`config.mk`:
```
export PLATFORM = sky130hd
export DESIGN_NAME = mm_mxu_skew_feeder_flat
export DESIGN_NICKNAME = d
export VERILOG_FILES = /design/src/rtl/mm_mxu_skew_feeder_if.sv /design/src/rtl/mm_mxu_skew_feeder.sv /design/src/flat_wrapper.sv
export SDC_FILE = /design/constraint.sdc
export NUM_CORES = 2
export LEC_CHECK = 0
export ABC_AREA = 1
export BUFFER_PORTS_ARGS = -buffer_cell sky130_fd_sc_hd__buf_2
export CAP_MARGIN = 20
export CELL_PAD_IN_SITES_DETAIL_PLACEMENT = 1
export CELL_PAD_IN_SITES_GLOBAL_PLACEMENT = 1
export CORE_AREA = 2 2 329 331
export CTS_BUF_LIST = sky130_fd_sc_hd__clkbuf_4
export DETAILED_ROUTE_END_ITERATION = 7
export DIE_AREA = 0 0 331 333
export PLACE_DENSITY_LB_ADDON = 0.1
export SKIP_CTS_REPAIR_TIMING = 1
export SYNTH_ARGS = -nofsm -noshare
export SYNTH_HDL_FRONTEND = slang
export SYNTH_SLANG_ARGS = --single-unit
```
`constraint.sdc`:
```
create_clock -name clk -period 1.9 [get_ports clk]
set_clock_uncertainty 0.05 [all_clocks]
set_input_delay 0.19 -clock clk [delete_from_list [all_inputs] [get_ports clk]]
set_output_delay 0.19 -clock clk [all_outputs]
set_load 0.02 [all_outputs]
```
`src/rtl/mm_mxu_skew_feeder_if.sv`:
```
// Operand-buffer to MXU edge bundle for the skew feeder.
// The slave modport is the feeder's view; the master modport is the view of
// whatever drives rows in and consumes the skewed lanes (buffer + MXU side).
interface mm_mxu_skew_feeder_if #(
  parameter int LANES = 16,
  parameter int DW    = 8
);
  logic [LANES-1:0]    buff_vld;
  logic [LANES*DW-1:0] buff_data;
  logic                buff_last;
  logic                buff_rdy;
  logic                mxu_rdy;
  logic [LANES-1:0]    mxu_vld;
  logic [LANES*DW-1:0] mxu_data;
  logic                mxu_last;
  logic                busy;

  modport master (
    output buff_vld, buff_data, buff_last, mxu_rdy,
    input  buff_rdy, mxu_vld, mxu_data, mxu_last, busy
  );

  modport slave (
    input  buff_vld, buff_data, buff_last, mxu_rdy,
    output buff_rdy, mxu_vld, mxu_data, mxu_last, busy
  );
endinterface

```
`src/rtl/mm_mxu_skew_feeder.sv`:
```
// Matmul skew feeder: takes one LANES x DW operand row per cycle and presents
// it to the systolic array with lane i delayed by i advancing cycles. Tracks
// tile boundaries, drains the skew after the last row of a tile and flags the
// final diagonal with mxu_last. mxu_rdy=0 freezes every register.
//
// Build option: define MM_SKEW_ZERO_PAD_EN to force mxu_data lanes to zero
// whenever their mxu_vld bit is low; otherwise masked elements pass through.
module mm_mxu_skew_feeder #(
  parameter int LANES = 16,
  parameter int DW    = 8
) (
  input logic                  clk,
  input logic                  rst,
  mm_mxu_skew_feeder_if.slave  bus
);

  localparam int CNT_W = (LANES > 2) ? $clog2(LANES) : 1;

  typedef enum logic [1:0] {
    IDLE  = 2'd0,
    FILL  = 2'd1,
    DRAIN = 2'd2
  } state_e;

  state_e           state_q, state_d;
  logic [CNT_W-1:0] drain_cnt_q, drain_cnt_d;
  logic             mxu_last_q, mxu_last_d;

  logic adv;
  logic row_present;
  logic buff_rdy;
  logic accept;

  logic [LANES-1:0]    lane_vld;
  logic [LANES*DW-1:0] lane_data;

  assign adv         = bus.mxu_rdy;
  assign row_present = |bus.buff_vld;
  // Depends only on state and mxu_rdy so the buffer can compute its valid
  // without a combinational loop through this block.
  assign buff_rdy    = bus.mxu_rdy && (state_q != DRAIN);
  assign accept      = row_present && buff_rdy;

  // Per-lane delay lines: lane g holds g+1 stages so its element appears
  // g advancing edges after the row was accepted.
  for (genvar g = 0; g < LANES; g++) begin : g_lane
    logic [g:0]         vld_q;
    logic [g:0][DW-1:0] data_q;

    // Shift the lane on each advance; no accept injects a zero bubble.
    always_ff @(posedge clk) begin
      // NOTE: the delay line is reset in full so a reset mid-tile can never
      // let stale elements reach the MXU afterwards.
      if (rst) begin
        vld_q  <= '0;
        data_q <= '0;
      end else if (adv) begin
        // Data is captured even for a masked lane; only the vld bit is gated.
        vld_q[0]  <= accept & bus.buff_vld[g];
        data_q[0] <= accept ? bus.buff_data[g*DW +: DW] : '0;
        for (int k = 1; k <= g; k++) begin
          vld_q[k]  <= vld_q[k-1];
          data_q[k] <= data_q[k-1];
        end
      end
    end

    assign lane_vld[g]             = vld_q[g];
    assign lane_data[g*DW +: DW]   = data_q[g];
  end

  // Tile tracking state; all advance gating lives in the next-state logic.
  always_ff @(posedge clk) begin
    // NOTE: sequential state uses non-blocking assignments so every register
    // samples pre-edge values regardless of block evaluation order.
    if (rst) begin
      state_q     <= IDLE;
      drain_cnt_q <= '0;
      mxu_last_q  <= 1'b0;
    end else begin
      state_q     <= state_d;
      drain_cnt_q <= drain_cnt_d;
      mxu_last_q  <= mxu_last_d;
    end
  end

  // Next state: tile boundary detection and drain countdown, frozen on stall.
  always_comb begin
    // NOTE: every output of this block gets a default first, otherwise paths
    // that skip an assignment would infer latches.
    state_d     = state_q;
    drain_cnt_d = drain_cnt_q;
    mxu_last_d  = mxu_last_q;

    if (adv) begin
      mxu_last_d = 1'b0;
      unique case (state_q)
        IDLE: begin
          if (accept) begin
            state_d     = bus.buff_last ? DRAIN : FILL;
            drain_cnt_d = '0;
          end
        end
        FILL: begin
          if (accept && bus.buff_last) begin
            state_d     = DRAIN;
            drain_cnt_d = '0;
          end
        end
        DRAIN: begin
          // The edge that moves the last row into lane LANES-1 also raises
          // mxu_last, so the flag lines up with the final diagonal.
          if (drain_cnt_q == CNT_W'(LANES - 2)) begin
            mxu_last_d  = 1'b1;
            state_d     = IDLE;
            drain_cnt_d = '0;
          end else begin
            drain_cnt_d = drain_cnt_q + 1'b1;
          end
        end
        default: begin
          state_d     = IDLE;
          drain_cnt_d = '0;
        end
      endcase
    end
  end

`ifdef MM_SKEW_ZERO_PAD_EN
  logic [LANES*DW-1:0] data_pad;

  // Zero every lane whose valid is low so the MXU sees clean padding.
  always_comb begin
    data_pad = '0;
    for (int l = 0; l < LANES; l++) begin
      if (lane_vld[l]) data_pad[l*DW +: DW] = lane_data[l*DW +: DW];
    end
  end

  assign bus.mxu_data = data_pad;
`else
  assign bus.mxu_data = lane_data;
`endif

  assign bus.buff_rdy = buff_rdy;
  assign bus.mxu_vld  = lane_vld;
  assign bus.mxu_last = mxu_last_q;
  assign bus.busy     = (state_q != IDLE);

endmodule

```
`src/flat_wrapper.sv`:
```
// flat-port wrapper written by rule: the top's interface ports become plain ports
module mm_mxu_skew_feeder_flat 
#(
  parameter int LANES = 16,
  parameter int DW    = 8
)
  (clk, rst, bus_buff_vld, bus_buff_data, bus_buff_last, bus_mxu_rdy, bus_buff_rdy, bus_mxu_vld, bus_mxu_data, bus_mxu_last, bus_busy);
  mm_mxu_skew_feeder_if #(.LANES(LANES), .DW(DW)) bus_i ();
  input logic clk;
  input logic rst;
  input wire logic [$bits(bus_i.buff_vld)-1:0] bus_buff_vld;
  input wire logic [$bits(bus_i.buff_data)-1:0] bus_buff_data;
  input wire logic [$bits(bus_i.buff_last)-1:0] bus_buff_last;
  input wire logic [$bits(bus_i.mxu_rdy)-1:0] bus_mxu_rdy;
  output wire logic [$bits(bus_i.buff_rdy)-1:0] bus_buff_rdy;
  output wire logic [$bits(bus_i.mxu_vld)-1:0] bus_mxu_vld;
  output wire logic [$bits(bus_i.mxu_data)-1:0] bus_mxu_data;
  output wire logic [$bits(bus_i.mxu_last)-1:0] bus_mxu_last;
  output wire logic [$bits(bus_i.busy)-1:0] bus_busy;
  assign bus_i.buff_vld = bus_buff_vld;
  assign bus_i.buff_data = bus_buff_data;
  assign bus_i.buff_last = bus_buff_last;
  assign bus_i.mxu_rdy = bus_mxu_rdy;
  assign bus_buff_rdy = bus_i.buff_rdy;
  assign bus_mxu_vld = bus_i.mxu_vld;
  assign bus_mxu_data = bus_i.mxu_data;
  assign bus_mxu_last = bus_i.mxu_last;
  assign bus_busy = bus_i.busy;
  mm_mxu_skew_feeder #(.LANES(LANES), .DW(DW)) u_core (.clk(clk), .rst(rst), .bus(bus_i));
endmodule
```
Word level (Yosys, flattened, before mapping). Index checks and enable logic that the tools add are counted. Widths: inputs -> output; s select.

Register bits after elaboration: 1231. Input bits: 148. Output and inout port bits: 147. Logic and storage cells: 214.

Add/sub/neg operators: 1. Equal/unequal tests: 7. Mux-type cells: 27. Bitwise operators: 16. Reductions and logical operators: 8.

Operator list (count): $mux 8 (16); $and 1x1->1 (16); $reduce_or 16->1 (1); $mux 4 (3); $pmux 4 s3 (1); $mux 2 (4); $ne 2x1->1 const B (3); $pmux 2 s3 (1); $add 4x1->4 const B (1); $eq 4x4->1 const B (1); $reduce_and 4->1 (1); $logic_and 1x1->1 (3); $reduce_and 3->1 (1); $eq 2x1->1 const B (1); $eq 2x2->1 const B (1); $logic_not 2->1 (1); $mux 1 (2); $ne 2x2->1 const B (1); $reduce_bool 2->1 (1).

Longest topological paths before layout.
Word-level depth: 6. Gate-level depth with buffers: 9. Mapped depth without buffers: 9.

Worst setup path before layout. No wires, ideal clock.

Path kind: reg2reg. From: reg u_core.state_q[1]. To: reg u_core.g_lane[6].data_q[0] (netlist bit). Library setup time: 0.132 ns. Arrival time: 1.143 ns. Data required time: 1.718 ns. Path slack: 0.575 ns. Cell stages (with the launch flop): 8. Path buffers: 2. Period minus slack after synthesis: 1.325 ns. Cell sequence: dfxtp_1 -> inv_1 -> nor2_1 -> nor2_4 -> buf_4 -> buf_4 -> nand3_1 -> a21oi_1.

Longest elaborated chain between the ends: 4.

RTL lines: start: declaration (RTL line mm_mxu_skew_feeder.sv:25) `state_e state_q, state_d;`; start signal: assignment (RTL line mm_mxu_skew_feeder.sv:81) `state_q <= state_d;`; $ne 2x2->1 (RTL line mm_mxu_skew_feeder.sv:41) `assign buff_rdy = bus.mxu_rdy && (state_q != DRAIN);`; $logic_and 1x1->1 (RTL line mm_mxu_skew_feeder.sv:41); via bus_buff_rdy (RTL line flat_wrapper.sv:15) `output wire logic [$bits(bus_i.buff_rdy)-1:0] bus_buff_rdy;`; $logic_and 1x1->1 (RTL line mm_mxu_skew_feeder.sv:42) `assign accept = row_present && buff_rdy;`; $mux 8 (RTL line mm_mxu_skew_feeder.sv:60) `data_q[0] <= accept ? bus.buff_data[g*DW +: DW] : '0;`; end signal: indexed assignment (RTL line mm_mxu_skew_feeder.sv:63) `data_q[k] <= data_q[k-1];`; end: declaration (RTL line mm_mxu_skew_feeder.sv:48) `logic [g:0][DW-1:0] data_q;`.

The timed path passes the listed nets, and every way through them passes these cells. A chain may end at the register's enable or synchronous reset.

Worst setup path after layout.
From: reg u_core.state_q[1]. To: out bus_buff_rdy.

Longest elaborated chain between the ends: 2.

RTL lines (RTL line): $ne 2x2->1 (mm_mxu_skew_feeder.sv:41); $logic_and 1x1->1 (mm_mxu_skew_feeder.sv:41); end: declaration (flat_wrapper.sv:15).

Every way passes these cells.

==> flow_metrics.env <==
export IMPL_fp_coreArea_um2=106600
export IMPL_syn_inst=5534
export IMPL_ios=295
export IMPL_track_usage_pct=18.75
export IMPL_seq_area_frac_synth_pct=56.81
export IMPL_crit_top_cell="nor2_4"
export IMPL_vias_per_cell=4.948
export IMPL_clk_pin_slew_ns=0.06
export IMPL_path_max_fanout=6
export IMPL_drv_cap=0
export IMPL_wire_per_inst_um=15.37
export IMPL_clk_path_buf_depth=4
export IMPL_vias=37960
export IMPL_multi_input_area_um2=15810
export IMPL_worstSetupEndpointType="primary output"
export IMPL_dp_hpwl_um=59370
export IMPL_violations="negative setup slack"
export IMPL_portBuffers=294
export IMPL_grt_pass1_wl_um=175100
export IMPL_place_gp_congestion=0.7324
export IMPL_critPathRequiredTime_ns=1.66
export IMPL_pre_cts_slack_ns=0.09509
export IMPL_reg2reg_slack_ns=-0.02
export IMPL_power_uw=58020
export IMPL_finalCriticalPeriod_ns=2.315
export IMPL_setup_viol_count_final=37
export IMPL_ant_nets=0
export IMPL_gr_total_overflow=0
export IMPL_power_leakage_uw=0.02294
export IMPL_ys_warn_count=0
export IMPL_syn_area_um2=43380
export IMPL_drtPass1Iterations=5
export IMPL_synth_area_per_cell_um2=7.839
export IMPL_cp_slowest_cell="dfxtp_4"
export IMPL_rsz0062_at_grt="true"
export IMPL_die_area_um2=110200
export IMPL_layout_nets=6188
export IMPL_slew_violations=0
export IMPL_critPathKind="flip-flop to primary output"
export IMPL_areaGrowthSynthToFinish_pct=23.82
export IMPL_period_share_pct=121.8
export IMPL_grt_pass1_vias=36140
export IMPL_drt_iter0_drc=2098
export IMPL_final_hold_violation_count=0
export IMPL_crit_buf_inv=3
export IMPL_drt_total_wl_um=117900
export IMPL_vdd_ir_drop_max_mv=0.5834
export IMPL_cts_tree="yes"
export IMPL_clock_sinks=1231
export IMPL_outcome="complete, but fails checks"
export IMPL_nFillCells=12920
export IMPL_ys_ff_latch=1231
export IMPL_h_tree_depth=5
export IMPL_synth_cell_types=19
export IMPL_grt_max_degree=203
export IMPL_start_util_pct=40.69
export IMPL_cp_cell_sequence="inv_4, nor2_4, nor2_4, buf_12, buf_8"
export IMPL_slowest_delay_ns=0.36
export IMPL_synth_net_count=5684
export IMPL_hold_path_class="input port to flip-flop"
export IMPL_clock_root_buffer="clkbuf_4"
export IMPL_critPathArrivalTime_ns=2.07
export IMPL_drive_above_1_share_pct=17.52
export IMPL_slew_headroom_pct=46.91
export IMPL_critical_path_top_delay_family="flip-flops"
export IMPL_insertion_delay_ns=1.21
export IMPL_die_w_um=331
export IMPL_rows=120
export IMPL_powerDensity_nw_per_um2=1080
export IMPL_max_freq_mhz=432.0
export IMPL_drc=0
export IMPL_dieHeight_um=333
export IMPL_layout_setup_ws_ns=-0.4147
export IMPL_cts_made_buffers=347
export IMPL_antenna_found_initial=4
export IMPL_startpoint_type="flip-flop"
export IMPL_seqCellArea_um2=24850
export IMPL_worstMarginPinSlew_ns=0.7964
[routing by layer]
metal	up-vias	track usage [%]	share of wire [%]
met2	625	29.98	47
met1	18190	24.15	46
met5	-	0	0
met4	0	7.073	2.8
met3	257	4.920	3.9
li1	18890	-	-
[worst min-delay path, delay by kind of cell]
family	cells	cell delay [ns]
buf+inv	3	0.89
compound gates	1	0.16
[registers in the layout (all words and copies together) (netlist names)]
| signal | count |
|---|---|
| u_core.bus.mxu_last | 1 |
| u_core.state_q | 2 |
| u_core.g_lane.data_q | 968 |
| u_core.bus.mxu_data | 120 |
| u_core.drain_cnt_q | 4 |
| u_core.g_lane.vld_q | 136 |
[cell type report]
| type | instances | share of cell area (%) |
|---|---|---|
| Sequential cell | 1231 | 46.26 |
| Multi-Input combinational cell | 3735 | 29.44 |
| Timing Repair Buffer | 715 | 13.02 |
| Clock buffer | 518 | 7.240 |
| Tap cell | 1403 | 3.268 |
| Clock inverter | 50 | 0.6010 |
| Inverter | 8 | 0.1235 |
| Antenna cell | 11 | 0.05125 |
[Yosys cell counts]
cell type | n | share of area (%)
nor2_1 | 2178 | 19
dfxtp_1 | 1231 | 57
o21ai_0 | 1082 | 12
clkbuf_1 | 245 | 2.1
nand2_1 | 162 | 1.4
buf_4 | 158 | 2.7
buf_2 | 155 | 1.8
nand3_1 | 153 | 1.8
a21oi_1 | 150 | 1.7
inv_1 | 7 | 0.061
buf_6 | 2 | 0.052
ha_1 | 2 | 0.058
nand2_2 | 2 | 0.029
nand4_1 | 2 | 0.029
a211oi_1 | 1 | 0.017
inv_6 | 1 | 0.020
nor2_4 | 1 | 0.026
o21bai_1 | 1 | 0.017
or2_2 | 1 | 0.014
[logic make-up after synthesis]
| group | share of synthesized area, % |
|---|---|
| AOI/OAI and AO/OA | 14.25 |
| adders and majority gates | 0.05768 |
| buffers and inverters | 6.775 |
| DFF | 56.81 |
| and+or+nand+nor | 22.11 |
[placed cells by master, fill, tap and decap left out, types with 7 or more instances in the layout]
master,synthesis,routed
nor2_1,2178,2177
dfxtp_1,1231,1084
o21ai_0,1082,1082
clkbuf_4,0,518
dlygate4sd3_1,0,306
nand2_1,162,161
nand3_1,153,153
a21oi_1,150,150
buf_2,155,146
buf_6,2,146
dfxtp_2,0,139
buf_4,158,64
buf_12,0,47
clkinv_1,0,37
diode_2,0,11
dfxtp_4,0,8
inv_2,0,7
[stage by stage]
step	hold WS [ns]	std cells	util (%)	setup TNS, ns	area [um^2]
CTS	-0.9705	7330	46.14	-28.86	49190
detailed placement	0.4070	6762	42.19	0	44980
global placement	0.4017	6762	42.19	0	44980
floorplan	0.3000	5534	-	0	43380
global route	-0.05632	7671	50.39	-22.30	53710
finish	0.04002	7671	50.39	-1.064	53710
[power breakdown]
group | switching, uW | internal, uW
Combinational | 3340 | 2420
Sequential | 901 | 27500
Clock | 10900 | 13000
[worst paths after layout]
check | to | startpoint | cells past startpoint
setup / recovery | bus_buff_rdy | u_core.state_q[1]$_SDFFE_PP0P_ | 5
hold / removal | u_core.g_lane[7].data_q[5]$_SDFFE_PP0P_ | rst | 4
setup reg to reg | u_core.g_lane[6].vld_q[0]$_SDFFE_PP0P_ | u_core.state_q[1]$_SDFFE_PP0P_ | 8
hold reg to reg | u_core.bus.mxu_data[38]$_SDFFE_PP0P_ | u_core.g_lane[4].data_q[30]$_SDFFE_PP0P_ | 2
No activity file was read; power rests on OpenSTA's default activity.
